--- config.mk ---
export PLATFORM = sky130hd
export DESIGN_NAME = aes_block_adapter_flat
export DESIGN_NICKNAME = d
export VERILOG_FILES = /design/src/rtl/aes_block_adapter_if.sv /design/src/rtl/aes_block_adapter.sv /design/src/flat_wrapper.sv
export SDC_FILE = /design/constraint.sdc
export NUM_CORES = 1
export LEC_CHECK = 0
export BUFFER_PORTS_ARGS = -buffer_cell sky130_fd_sc_hd__buf_4
export CAP_MARGIN = 20
export CORE_MARGIN = 5
export CORE_UTILIZATION = 52
export CTS_CLUSTER_SIZE = 10
export DETAILED_ROUTE_END_ITERATION = 8
export PLACE_DENSITY = 0.79
export SYNTH_ARGS = -nofsm -noshare
export SYNTH_HDL_FRONTEND = slang
export SYNTH_SLANG_ARGS = --single-unit
--- constraint.sdc ---
create_clock -name clk -period 3.2 [get_ports clk]
set_input_delay 0.48 -clock clk [delete_from_list [all_inputs] [get_ports clk]]
set_output_delay 0.48 -clock clk [all_outputs]
set_load 0.1 [all_outputs]
--- src/rtl/aes_block_adapter_if.sv ---
// Stream/block handshake bundle for aes_block_adapter.
//   pt_*   : 32-bit plaintext words in from the source streamer
//   core_* : 128-bit packed plaintext block out to the cipher core
//   res_*  : 128-bit ciphertext block back from the cipher core
//   ct_*   : 32-bit ciphertext words out to the sink streamer
// slave  = adapter view, master = environment (streamers + core) view.
interface aes_block_adapter_if #(
   parameter int DW = 32,
   parameter int BW = 128
) ();
   logic            pt_valid_i;
   logic            pt_ready_o;
   logic [DW-1:0]   pt_data_i;
   logic [DW/8-1:0] pt_strb_i;
   logic            core_valid_o;
   logic            core_ready_i;
   logic [BW-1:0]   core_data_o;
   logic            res_valid_i;
   logic            res_ready_o;
   logic [BW-1:0]   res_data_i;
   logic            ct_valid_o;
   logic            ct_ready_i;
   logic [DW-1:0]   ct_data_o;
   logic [DW/8-1:0] ct_strb_o;

   modport slave (
      input  pt_valid_i, pt_data_i, pt_strb_i,
      output pt_ready_o,
      output core_valid_o, core_data_o,
      input  core_ready_i,
      input  res_valid_i, res_data_i,
      output res_ready_o,
      output ct_valid_o, ct_data_o, ct_strb_o,
      input  ct_ready_i
   );

   modport master (
      output pt_valid_i, pt_data_i, pt_strb_i,
      input  pt_ready_o,
      input  core_valid_o, core_data_o,
      output core_ready_i,
      output res_valid_i, res_data_i,
      input  res_ready_o,
      input  ct_valid_o, ct_data_o, ct_strb_o,
      output ct_ready_i
   );
endinterface

--- src/rtl/aes_block_adapter.sv ---
// Stream-to-block adapter between the HWPE streamers and the AES core.
// Packs 4 plaintext words into a 128-bit block, hands it to the core,
// captures the ciphertext block and serialises it back into 4 words.
// Ports:
//   clk, reset_n       clock, async active-low reset
//   clear_i            synchronous clear back to IDLE
//   enable_i           gates plaintext acceptance and job start
//   start_i            one-cycle job start, nblocks_i sampled with it
//   bus                stream/core handshakes (aes_block_adapter_if.slave)
//   busy_o, done_o     engine flags (not idle / one-cycle job end)
//   err_o              sticky: a plaintext word had a partial byte strobe
//
// state   | meaning
// IDLE    | waiting for an accepted start
// FILL    | collecting plaintext words into the block register
// ISSUE   | offering the packed block to the core
// WAIT    | waiting for the ciphertext block from the core
// DRAIN   | emitting the 4 ciphertext words
// DONE    | one-cycle done pulse, then back to IDLE
module aes_block_adapter #(
   parameter int DW    = 32,
   parameter int BW    = 128,
   parameter int CNT_W = 16
) (
   input  logic             clk,
   input  logic             reset_n,
   input  logic             clear_i,
   input  logic             enable_i,
   input  logic             start_i,
   input  logic [CNT_W-1:0] nblocks_i,
   aes_block_adapter_if.slave bus,
   output logic             busy_o,
   output logic             done_o,
   output logic             err_o
);
   localparam int WPB = BW / DW;
   localparam int WW  = $clog2(WPB);

   typedef enum logic [2:0] {
      S_IDLE, S_FILL, S_ISSUE, S_WAIT, S_DRAIN, S_DONE
   } state_t;

   state_t                   state_q;
   logic [WW-1:0]            wcnt_q;
   logic [CNT_W-1:0]         bcnt_q;
   logic [CNT_W-1:0]         nblk_q;
   logic [CNT_W-1:0]         bcnt_inc;
   logic [WPB-1:0][DW-1:0]   blk_q;
   logic [WPB-1:0][DW-1:0]   out_q;
   logic                     err_q;
   logic                     pt_hs;
   logic                     ct_valid;

   assign bcnt_inc = bcnt_q + CNT_W'(1);
   assign pt_hs    = (state_q == S_FILL) && enable_i && bus.pt_valid_i;

   // Word k of a block lives in packed slot WPB-1-k (first word on top);
   // with WPB a power of two that index is simply ~k.
   always_ff @(posedge clk or negedge reset_n) begin
      if (!reset_n) begin
         state_q <= S_IDLE;
         wcnt_q  <= '0;
         bcnt_q  <= '0;
         nblk_q  <= '0;
         blk_q   <= '0;
         out_q   <= '0;
         err_q   <= 1'b0;
      end else if (clear_i) begin
         // data registers deliberately keep their contents
         state_q <= S_IDLE;
         wcnt_q  <= '0;
         bcnt_q  <= '0;
         nblk_q  <= '0;
         err_q   <= 1'b0;
      end else begin
         case (state_q)
            S_IDLE: begin
               if (start_i && enable_i) begin
                  bcnt_q  <= '0;
                  wcnt_q  <= '0;
                  err_q   <= 1'b0;
                  nblk_q  <= nblocks_i;
                  state_q <= (nblocks_i == '0) ? S_DONE : S_FILL;
               end
            end
            S_FILL: begin
               if (pt_hs) begin
                  blk_q[~wcnt_q] <= bus.pt_data_i;
                  if (bus.pt_strb_i != '1) err_q <= 1'b1;
                  wcnt_q <= wcnt_q + WW'(1);
                  if (wcnt_q == WW'(WPB-1)) state_q <= S_ISSUE;
               end
            end
            S_ISSUE: begin
               if (bus.core_ready_i) state_q <= S_WAIT;
            end
            S_WAIT: begin
               if (bus.res_valid_i) begin
                  out_q   <= bus.res_data_i;
                  wcnt_q  <= '0;
                  state_q <= S_DRAIN;
               end
            end
            S_DRAIN: begin
               if (bus.ct_ready_i) begin
                  wcnt_q <= wcnt_q + WW'(1);
                  if (wcnt_q == WW'(WPB-1)) begin
                     bcnt_q  <= bcnt_inc;
                     state_q <= (bcnt_inc == nblk_q) ? S_DONE : S_FILL;
                  end
               end
            end
            S_DONE:  state_q <= S_IDLE;
            default: state_q <= S_IDLE;
         endcase
      end
   end

   assign ct_valid         = (state_q == S_DRAIN);
   assign bus.pt_ready_o   = (state_q == S_FILL) && enable_i;
   assign bus.core_valid_o = (state_q == S_ISSUE);
   assign bus.core_data_o  = blk_q;
   assign bus.res_ready_o  = (state_q == S_WAIT);
   assign bus.ct_valid_o   = ct_valid;
   assign bus.ct_data_o    = out_q[~wcnt_q];
   assign bus.ct_strb_o    = {(DW/8){ct_valid}};
   assign busy_o           = (state_q != S_IDLE);
   assign done_o           = (state_q == S_DONE);
   assign err_o            = err_q;
endmodule

--- src/flat_wrapper.sv ---
// flat-port wrapper written by rule: the top's interface ports become plain ports
module aes_block_adapter_flat 
#(
   parameter int DW    = 32,
   parameter int BW    = 128,
   parameter int CNT_W = 16
)
  (clk, reset_n, clear_i, enable_i, start_i, nblocks_i, busy_o, done_o, err_o, bus_pt_valid_i, bus_pt_data_i, bus_pt_strb_i, bus_pt_ready_o, bus_core_valid_o, bus_core_data_o, bus_core_ready_i, bus_res_valid_i, bus_res_data_i, bus_res_ready_o, bus_ct_valid_o, bus_ct_data_o, bus_ct_strb_o, bus_ct_ready_i);
  aes_block_adapter_if #(.DW(DW), .BW(BW)) bus_i ();
  input  logic clk;
  input  logic reset_n;
  input  logic clear_i;
  input  logic enable_i;
  input  logic start_i;
  input  logic [CNT_W-1:0] nblocks_i;
  output logic busy_o;
  output logic done_o;
  output logic err_o;
  input wire logic [$bits(bus_i.pt_valid_i)-1:0] bus_pt_valid_i;
  input wire logic [$bits(bus_i.pt_data_i)-1:0] bus_pt_data_i;
  input wire logic [$bits(bus_i.pt_strb_i)-1:0] bus_pt_strb_i;
  output wire logic [$bits(bus_i.pt_ready_o)-1:0] bus_pt_ready_o;
  output wire logic [$bits(bus_i.core_valid_o)-1:0] bus_core_valid_o;
  output wire logic [$bits(bus_i.core_data_o)-1:0] bus_core_data_o;
  input wire logic [$bits(bus_i.core_ready_i)-1:0] bus_core_ready_i;
  input wire logic [$bits(bus_i.res_valid_i)-1:0] bus_res_valid_i;
  input wire logic [$bits(bus_i.res_data_i)-1:0] bus_res_data_i;
  output wire logic [$bits(bus_i.res_ready_o)-1:0] bus_res_ready_o;
  output wire logic [$bits(bus_i.ct_valid_o)-1:0] bus_ct_valid_o;
  output wire logic [$bits(bus_i.ct_data_o)-1:0] bus_ct_data_o;
  output wire logic [$bits(bus_i.ct_strb_o)-1:0] bus_ct_strb_o;
  input wire logic [$bits(bus_i.ct_ready_i)-1:0] bus_ct_ready_i;
  assign bus_i.pt_valid_i = bus_pt_valid_i;
  assign bus_i.pt_data_i = bus_pt_data_i;
  assign bus_i.pt_strb_i = bus_pt_strb_i;
  assign bus_pt_ready_o = bus_i.pt_ready_o;
  assign bus_core_valid_o = bus_i.core_valid_o;
  assign bus_core_data_o = bus_i.core_data_o;
  assign bus_i.core_ready_i = bus_core_ready_i;
  assign bus_i.res_valid_i = bus_res_valid_i;
  assign bus_i.res_data_i = bus_res_data_i;
  assign bus_res_ready_o = bus_i.res_ready_o;
  assign bus_ct_valid_o = bus_i.ct_valid_o;
  assign bus_ct_data_o = bus_i.ct_data_o;
  assign bus_ct_strb_o = bus_i.ct_strb_o;
  assign bus_i.ct_ready_i = bus_ct_ready_i;
  aes_block_adapter #(.DW(DW), .BW(BW), .CNT_W(CNT_W)) u_core (.clk(clk), .reset_n(reset_n), .clear_i(clear_i), .enable_i(enable_i), .start_i(start_i), .nblocks_i(nblocks_i), .bus(bus_i), .busy_o(busy_o), .done_o(done_o), .err_o(err_o));
endmodule
==> metrics.txt <==
status completed; gpl congestion 0.877; Syn-to-layout area delta 31.7%; Via density about 5.5; core box area 0.0242 mm2; Core Util, Final between 60 and 70%; vias in the first global route around 9600; commonest non-fill, non-tap cells in the layout buf_4, dfrtp_1, mux2_2; total congestion overflow 0; via count just under 9000; DRC violations left 0; Main synth FF type dfrtp_1; non-filler cells, final 1580; # diodes 0; max-slew violations 0; Yosys top cell area share around 58%; CTS tree done; Post-CTS Setup Inserts 0; worst-path fanout max 33; Synth Cell Area around 0.013 mm2; Synthesized Nets 1086; RSZ-0062 raised after global routing no; die width 166 um; TritonRoute pass-1 iters 4; WP data required about 2.7 ns; EDFF count, synth 0; met3 usage a little under a tenth; Crit-path slowest cell buf_4; pin count of the biggest net entering global routing ~130; Die H ~170 um; share of layout cells above drive strength 1 56.7%; HP Class input port to register; Leak between 0.008 and 0.009 uW; peak supply drop 0.763 mV; Reg clk slew, reported paths approximately 0.060 ns; Skew-Pair Late Insertion Delay 0.50 ns; ys async rst share 100%; DP HPWL ~24 mm; Least-Margin Pin Slew between 0.7 and 0.8 ns; Fin Setup TNS 0 ns; gr usage total roughly a quarter; startpoint types register; Slew HR 50.7%; CTS Buffer Depth 3; worst path arrival time approximately 2.1 ns; post-route ant nets 0; Wirelength per Cell 21.2 um; Yosys cell types 55; yosys warns 0; WL final around 34 mm; post-CTS sizing 0; final hold vios 0; Synth Instances between 800 and 900; CP bufs+invs 2; Final nets 1444; most frequent cell on the critical path buf_4; Yosys top cell by area dfrtp_1; cell count after placement roughly 1500; GR Util met1 between 20 and 30%; die area between 0.02 and 0.03 mm2; H-tree Lvls 2; met2 Track Usage GR 41.0%; Top Family by Delay on Critical Path buffers and inverters; first-pass GRT wire length 53.3 mm; CP peak stage delay 0.48 ns; Port Buffer Count 359; commonest non-fill, non-tap cell in the layout buf_4; Seq/Total Area, Yosys 57.8%; crit-path cells buf_4, mux4_2, buf_4; Fmax ~0.40 GHz; busiest grt layer met2; fin crit share approximately four fifths; Crit Path Class register to output pin; Setup crit end kind output pin; post-cts hold buffer count 1; post-route minimum period ~2.5 ns; number of CTS-inserted buffers 35; post-placement cell area approximately 0.016 mm2; initial antenna violation count 0; number of max-cap violations 0; fin area roughly 0.017 mm2; starting density of the core between 50% and 60%; row count 57; Root Buffer Master clkbuf_16; Num Clock Sinks 294; Pwr Density between 1000 and 1500 mW/mm2; Area contributors post-synth dfrtp_1, mux2_2, mux4_2; Setup Skew between 0.015 and 0.02 ns; final setup vio count 0; iteration-0 DRC count of the detailed router about 460; Mean Syn Cell Area about 14 um2; I/O pins 360; FF+latch count, synth 294
## cell type report
cell class                      count  area, um2
Clock buffer                       43        958
Fill cell                        1709       7410
Inverter                            8       30.0
Multi-Input combinational cell    531       5090
Sequential cell                   294       7360
Tap cell                          324        405
Timing Repair Buffer              380       2930
## metal layers
metal	share of wire, %	up-vias
li1	-	3927
met1	37	4360
met2	50	362
met3	9.8	68
met4	3.3	0
met5	0	-
## Yosys cell counts, types with 12 or more instances
library cell and instances:
nand3_1 12, clkbuf_1 21, nor2_1 22, o31ai_1 12, mux4_2 32, a21oi_1 19, buf_1 13, dfrtp_1 294
buf_2 21, mux2_2 249, nand2_1 57, o21ai_0 24
## through the flow
stage                     hold WS [ns]  worst slack (ns)  power [uW]
final                            0.218             0.671       17700
after global routing             0.197             0.555       18400
after CTS                        0.192             0.633       17900
after detailed placement         0.483             0.744       14300
after global placement           0.476             0.747       14200
after floorplan                  0.184             0.645       12300
## logic make-up after synthesis
group                    after synthesis  synth area share, %
buffers and inverters                 67                 2.30
adder cells (fa/ha/maj)                6                0.570
AO/OA/AOI/OAI                         77                 3.82
multiplexers                         294                 28.8
XOR/XNOR                              21                 1.59
flip-flops                           294                 57.8
AND/OR/NAND/NOR                      133                 5.10
## flip-flops by register name, indices dropped and copies added, names as in the netlist
register                flops
u_core.bus.core_data_o    128
u_core.out_q              128
u_core.bcnt_q              16
u_core.nblk_q              16
u_core.state_q              3
u_core.wcnt_q               2
u_core.err_o                1
## report_power, final
| part | internal [uW] | switching, uW |
|---|---|---|
| clock network | 2070 | 1380 |
| logic | 2440 | 6290 |
| registers | 4870 | 645 |
| total | 9380 | 8310 |
## final timing paths
check	start	to	slack, ns	depth (start not counted)
hold / removal	bus_res_data_i[86]	u_core.out_q[86]	0.22	2
min in group asynchronous	reset_n	u_core.nblk_q[12]	0.54	2
setup reg to reg	u_core.state_q[0]	u_core.out_q[60]	0.68	5
setup / recovery	u_core.wcnt_q[1]	bus_ct_data_o[0]	0.67	3
hold reg to reg	u_core.bus.core_data_o[24]	u_core.bus.core_data_o[24]	0.50	1
max in group asynchronous	reset_n	u_core.out_q[50]	1.77	3
No activity file was read; power rests on OpenSTA's default activity.
